[src/rtl/toggle_fsm_multi.sv]
// Per-channel four-phase toggle tracker (Idle -> Start -> Stop -> Clear -> Idle) with
// hold-time glitch filtering, registered K1/K2 pulses and saturating completed-cycle counters.
module toggle_fsm_multi #(
  parameter int unsigned CH    = 4,
  parameter int unsigned HOLD  = 1,
  parameter int unsigned CNT_W = 8
) (
  input  logic                  Clock,
  input  logic                  Reset,
  input  logic                  En,
  input  logic [CH-1:0]         A,
  input  logic                  Clr_cnt,
  output logic [CH-1:0]         K1,
  output logic [CH-1:0]         K2,
  output logic [2*CH-1:0]       State,
  output logic [CH*CNT_W-1:0]   Cycle_cnt
);

  localparam int unsigned QW = (HOLD > 1) ? $clog2(HOLD) : 1;
  localparam logic [QW-1:0]    QMax   = QW'(HOLD - 1);
  localparam logic [CNT_W-1:0] CntMax = '1;

  typedef enum logic [1:0] {
    StIdle  = 2'b00,
    StStart = 2'b01,
    StStop  = 2'b10,
    StClear = 2'b11
  } state_t;

  state_t           r_state [CH];
  logic [QW-1:0]    r_q     [CH];
  logic [CNT_W-1:0] r_cnt   [CH];
  logic [CH-1:0]    r_k1, r_k2;

  state_t           w_state [CH];
  logic [QW-1:0]    w_q     [CH];
  logic [CNT_W-1:0] w_cnt   [CH];
  logic [CH-1:0]    w_k1, w_k2, w_expect;

  always_comb begin
    for (int i = 0; i < CH; i++) begin
      w_state[i]  = r_state[i];
      w_q[i]      = '0;
      w_k1[i]     = 1'b0;
      w_k2[i]     = 1'b0;
      w_cnt[i]    = r_cnt[i];
      // Idle and Stop wait for a high level; Start and Clear wait for a low level.
      w_expect[i] = (r_state[i] == StIdle) || (r_state[i] == StStop);
      if (En && (A[i] == w_expect[i])) begin
        if (r_q[i] == QMax) begin
          unique case (r_state[i])
            StIdle:  w_state[i] = StStart;
            StStart: w_state[i] = StStop;
            StStop: begin
              w_state[i] = StClear;
              w_k2[i]    = 1'b1;
            end
            StClear: begin
              w_state[i] = StIdle;
              w_k1[i]    = 1'b1;
            end
          endcase
        end else begin
          w_q[i] = r_q[i] + QW'(1);
        end
      end
      // Clear wins over a coincident completion, so that completion is lost.
      if (Clr_cnt) begin
        w_cnt[i] = '0;
      end else if (w_k1[i] && (r_cnt[i] != CntMax)) begin
        w_cnt[i] = r_cnt[i] + CNT_W'(1);
      end
    end
  end

  always_ff @(posedge Clock) begin
    if (!Reset) begin
      for (int i = 0; i < CH; i++) begin
        r_state[i] <= StIdle;
        r_q[i]     <= '0;
        r_cnt[i]   <= '0;
      end
      r_k1 <= '0;
      r_k2 <= '0;
    end else begin
      for (int i = 0; i < CH; i++) begin
        r_state[i] <= w_state[i];
        r_q[i]     <= w_q[i];
        r_cnt[i]   <= w_cnt[i];
      end
      r_k1 <= w_k1;
      r_k2 <= w_k2;
    end
  end

  always_comb begin
    State     = '0;
    Cycle_cnt = '0;
    for (int i = 0; i < CH; i++) begin
      State[2*i +: 2]          = r_state[i];
      Cycle_cnt[i*CNT_W +: CNT_W] = r_cnt[i];
    end
  end

  assign K1 = r_k1;
  assign K2 = r_k2;

endmodule
[config.mk]
export PLATFORM = sky130hd
export DESIGN_NAME = toggle_fsm_multi
export DESIGN_NICKNAME = d
export VERILOG_FILES = /design/src/rtl/toggle_fsm_multi.sv
export SDC_FILE = /design/constraint.sdc
export NUM_CORES = 1
export LEC_CHECK = 0
export CAP_MARGIN = 20
export CORE_MARGIN = 2
export CORE_UTILIZATION = 47
export CTS_BUF_LIST = sky130_fd_sc_hd__clkbuf_8
export CTS_CLUSTER_DIAMETER = 30
export DETAILED_ROUTE_END_ITERATION = 8
export PLACE_DENSITY = 0.78
export SYNTH_ARGS = -nofsm -noshare
export SYNTH_HDL_FRONTEND = slang
export SYNTH_SLANG_ARGS = --single-unit
[constraint.sdc]
create_clock -name Clock -period 1.85 [get_ports Clock]
set_input_delay 0.2775 -clock Clock [delete_from_list [all_inputs] [get_ports Clock]]
set_output_delay 0.2775 -clock Clock [all_outputs]
set_load 0.005 [all_outputs]
==> run metrics <==
global-route wire length before repair 10900 microns; Slowest-stage cell, CP or4_4; area delta synth->final 47.91%; worst path arrival time 2.18 ns; top cells by instance count after synthesis dfxtp_1 (51), nand2_1 (30), a21oi_1 (18), ha_1 (16), o21ai_0 (14); GRT Resource Usage Total 21.68%; RSZ-0062 raised after global routing true; largest net degree at the start of global routing 18; fmax 0.5119 GHz; Core Area 5205 sq um; Synth area leader dfxtp_1; Setup WS pre-CTS -0.3320 ns; crit share post-route 105.6%; layout cells sized above 1 24.55%; initial cell density of the core about 49%; skew final ~0.0019 ns; Hold Buf Count CTS 0; Max Cap Viol 0; Clock Tree Root clkbuf_8; Die ar. 6081 sq um; htree depth 2; post-synthesis cell type count 50; Ports 56; final wirelength between 6000 and 7000 microns; Crit Path Class flop to flop; routed len/inst 14.50 microns; # DRC 0; row count 26; Main synth FF type dfxtp_1; post-detail-place hpwl 4580 microns; most frequent cell after synthesis dfxtp_1; minimum clock period just under 2 ns; Finished Cell Area 3805 sq um; worst-path fanout max 6; cell breakdown of the critical path inv_4 -> ha_4 -> or3_4 -> a21bo_4 -> or4_4 -> a21oi_2; critical path startpoint category flop; Setup crit end kind flop; maximum vdd ir drop 0.4386 mV; Pwr Density 512.2 nW/um^2; Horiz. Die Dim 77.98 microns; Reg clk slew, reported paths 0.08 ns; CP top delay family simple AND/OR/NAND/NOR gates; CP Data Required Time 2.08 ns; clk sinks 51; Yosys reg bits slightly above 50; Setup violations, final 4; Slew Limit Fails 0; layout net count 412; outcome finished with violations; post-synth top area share 39.69%; final hold violations 0; DR vias/cell 5.722; Seq/Total Area, Yosys just under 40%; antenna-violating nets left 0; Worst Path Buf+Inv 1; Hold Crit Class flop to flop; Port Buffer Count 55; DR vias 2615; Die Span Y about 78 microns; mapped cell area 2572 sq um; failing checks negative setup slack; gpl congestion 0.8486; Async SR Flop Fraction 0%; number of synthesis warnings 0; Synth area leaders dfxtp_1 (40%), ha_1 (7.8%), nand2_1 (4.4%), a21oi_1 (3.5%), or4_1 (3.2%); final hold slack between 0.4 and 0.5 ns; initial antenna violation count 0; vias in the first global route 2449; Num CTS Buffers 5; crit-path max cell delay 0.50 ns; leakage power 1.379 nW; 1st-pass router iterations 4; global route overflow 0; dpl cell area 3505 sq um; Synth Area per Inst 8.871 sq um; CTS tree built; deepest clock path buffer count 2; latest clock arrival within the worst-skew pair 0.29 ns; Iter 0 DRT Violations 119; fin worst setup slack -0.1036 ns; number of synthesized flops with an enable pin 0; Antenna Cells 0; Cells after Synth a little under 300
[per-stage QoR]
step / std cells / total power [mW] / TNS [ns] / util (%)
2_1_floorplan: 292 / 1.242 / -0.03995 / -
3_3_place_gp: 448 / 1.347 / -3.221 / 67.33
3_5_place_dp: 448 / 1.353 / -4.374 / 67.33
4_1_cts: 456 / 1.941 / -0.02760 / 69.98
5_1_grt: 457 / 2.031 / -0.7873 / 73.10
6_report: 457 / 1.949 / -0.1855 / 73.10
[worst register-to-register path: cells and delay by family (launching register included)]
family	cells	cell delay [ns]
AOI/OAI and AO/OA	2	0.41
adders and majority gates	1	0.15
and+or+nand+nor	2	0.90
DFF	1	0.39
buffers and inverters	1	0.04
[what timing repair did]
action / 4_1_cts / 5_1_grt
setup endpoints to repair: 17 / 22
pin swaps: 9 / 17
gates resized for setup: 16 / 39
buffers inserted: 2 / 0
cloned: 0 / 1
[registers in the layout, summed over array words and instances (netlist names)]
register	count
K1	4
K2	4
r_q	3
r_cnt	32
r_state	8
[placed cells by master (no fill, tap or decap), types with 6 or more instances in the layout]
cell type	instances
clkdlybuf4s50_1	55
dfxtp_1	45
buf_4	40
nand2_1	30
a21oi_1	15
o21ai_0	10
o31ai_1	10
nor2_1	9
nand4_1	9
inv_1	8
mux2i_1	8
ha_1	8
nor2b_1	7
nand3_1	7
or4_1	7
and2_1	6
[area by class of cell]
class	count	area (sq um)
Multi-Input combinational cell	218	1668
Fill cell	404	1400
Sequential cell	51	1033
Timing Repair Buffer	99	889.6
Tap cell	70	87.58
Clock buffer	5	68.82
Inverter	13	53.80
Clock inverter	1	3.754
[layer usage]
metal / part of all wire (%) / vias to the layer above / GRT usage [%] / wire length, microns
li1: - / 1279 / - / -
met1: 45 / 1240 / 28.33 / 2967
met2: 50 / 83 / 36.98 / 3287
met3: 4.0 / 13 / 2.674 / 264
met4: 1.6 / 0 / 7.193 / 108
met5: 0 / - / 0 / 0
[logic make-up after synthesis]
kind of cell               Yosys count  share of synthesized area [%]
adders and majority gates           16                          7.782
DFF                                 51                          39.69
AOI/OAI and AO/OA                   79                          21.55
buffers and inverters               23                          3.600
muxes                                8                          3.113
and+or+nand+nor                    112                          24.12
other                                1                         0.1458
[worst paths after layout]
kind	slack (ns)	depth (start not counted)	start	to
max reg2reg	-0.10	6	r_state[1][1]	r_cnt[1][5]
min	0.50	2	r_cnt[2][1]	r_cnt[2][1]
min reg2reg	0.50	2	r_cnt[2][1]	r_cnt[2][1]
max	-0.10	6	r_state[1][1]	r_cnt[1][5]
[report_power, final]
group          total [mW]  internal (mW)  switching (mW)
registers            1.12           1.11         0.00892
logic               0.245          0.130           0.115
clock network       0.586          0.248           0.339
No activity file was read; power rests on OpenSTA's default activity.
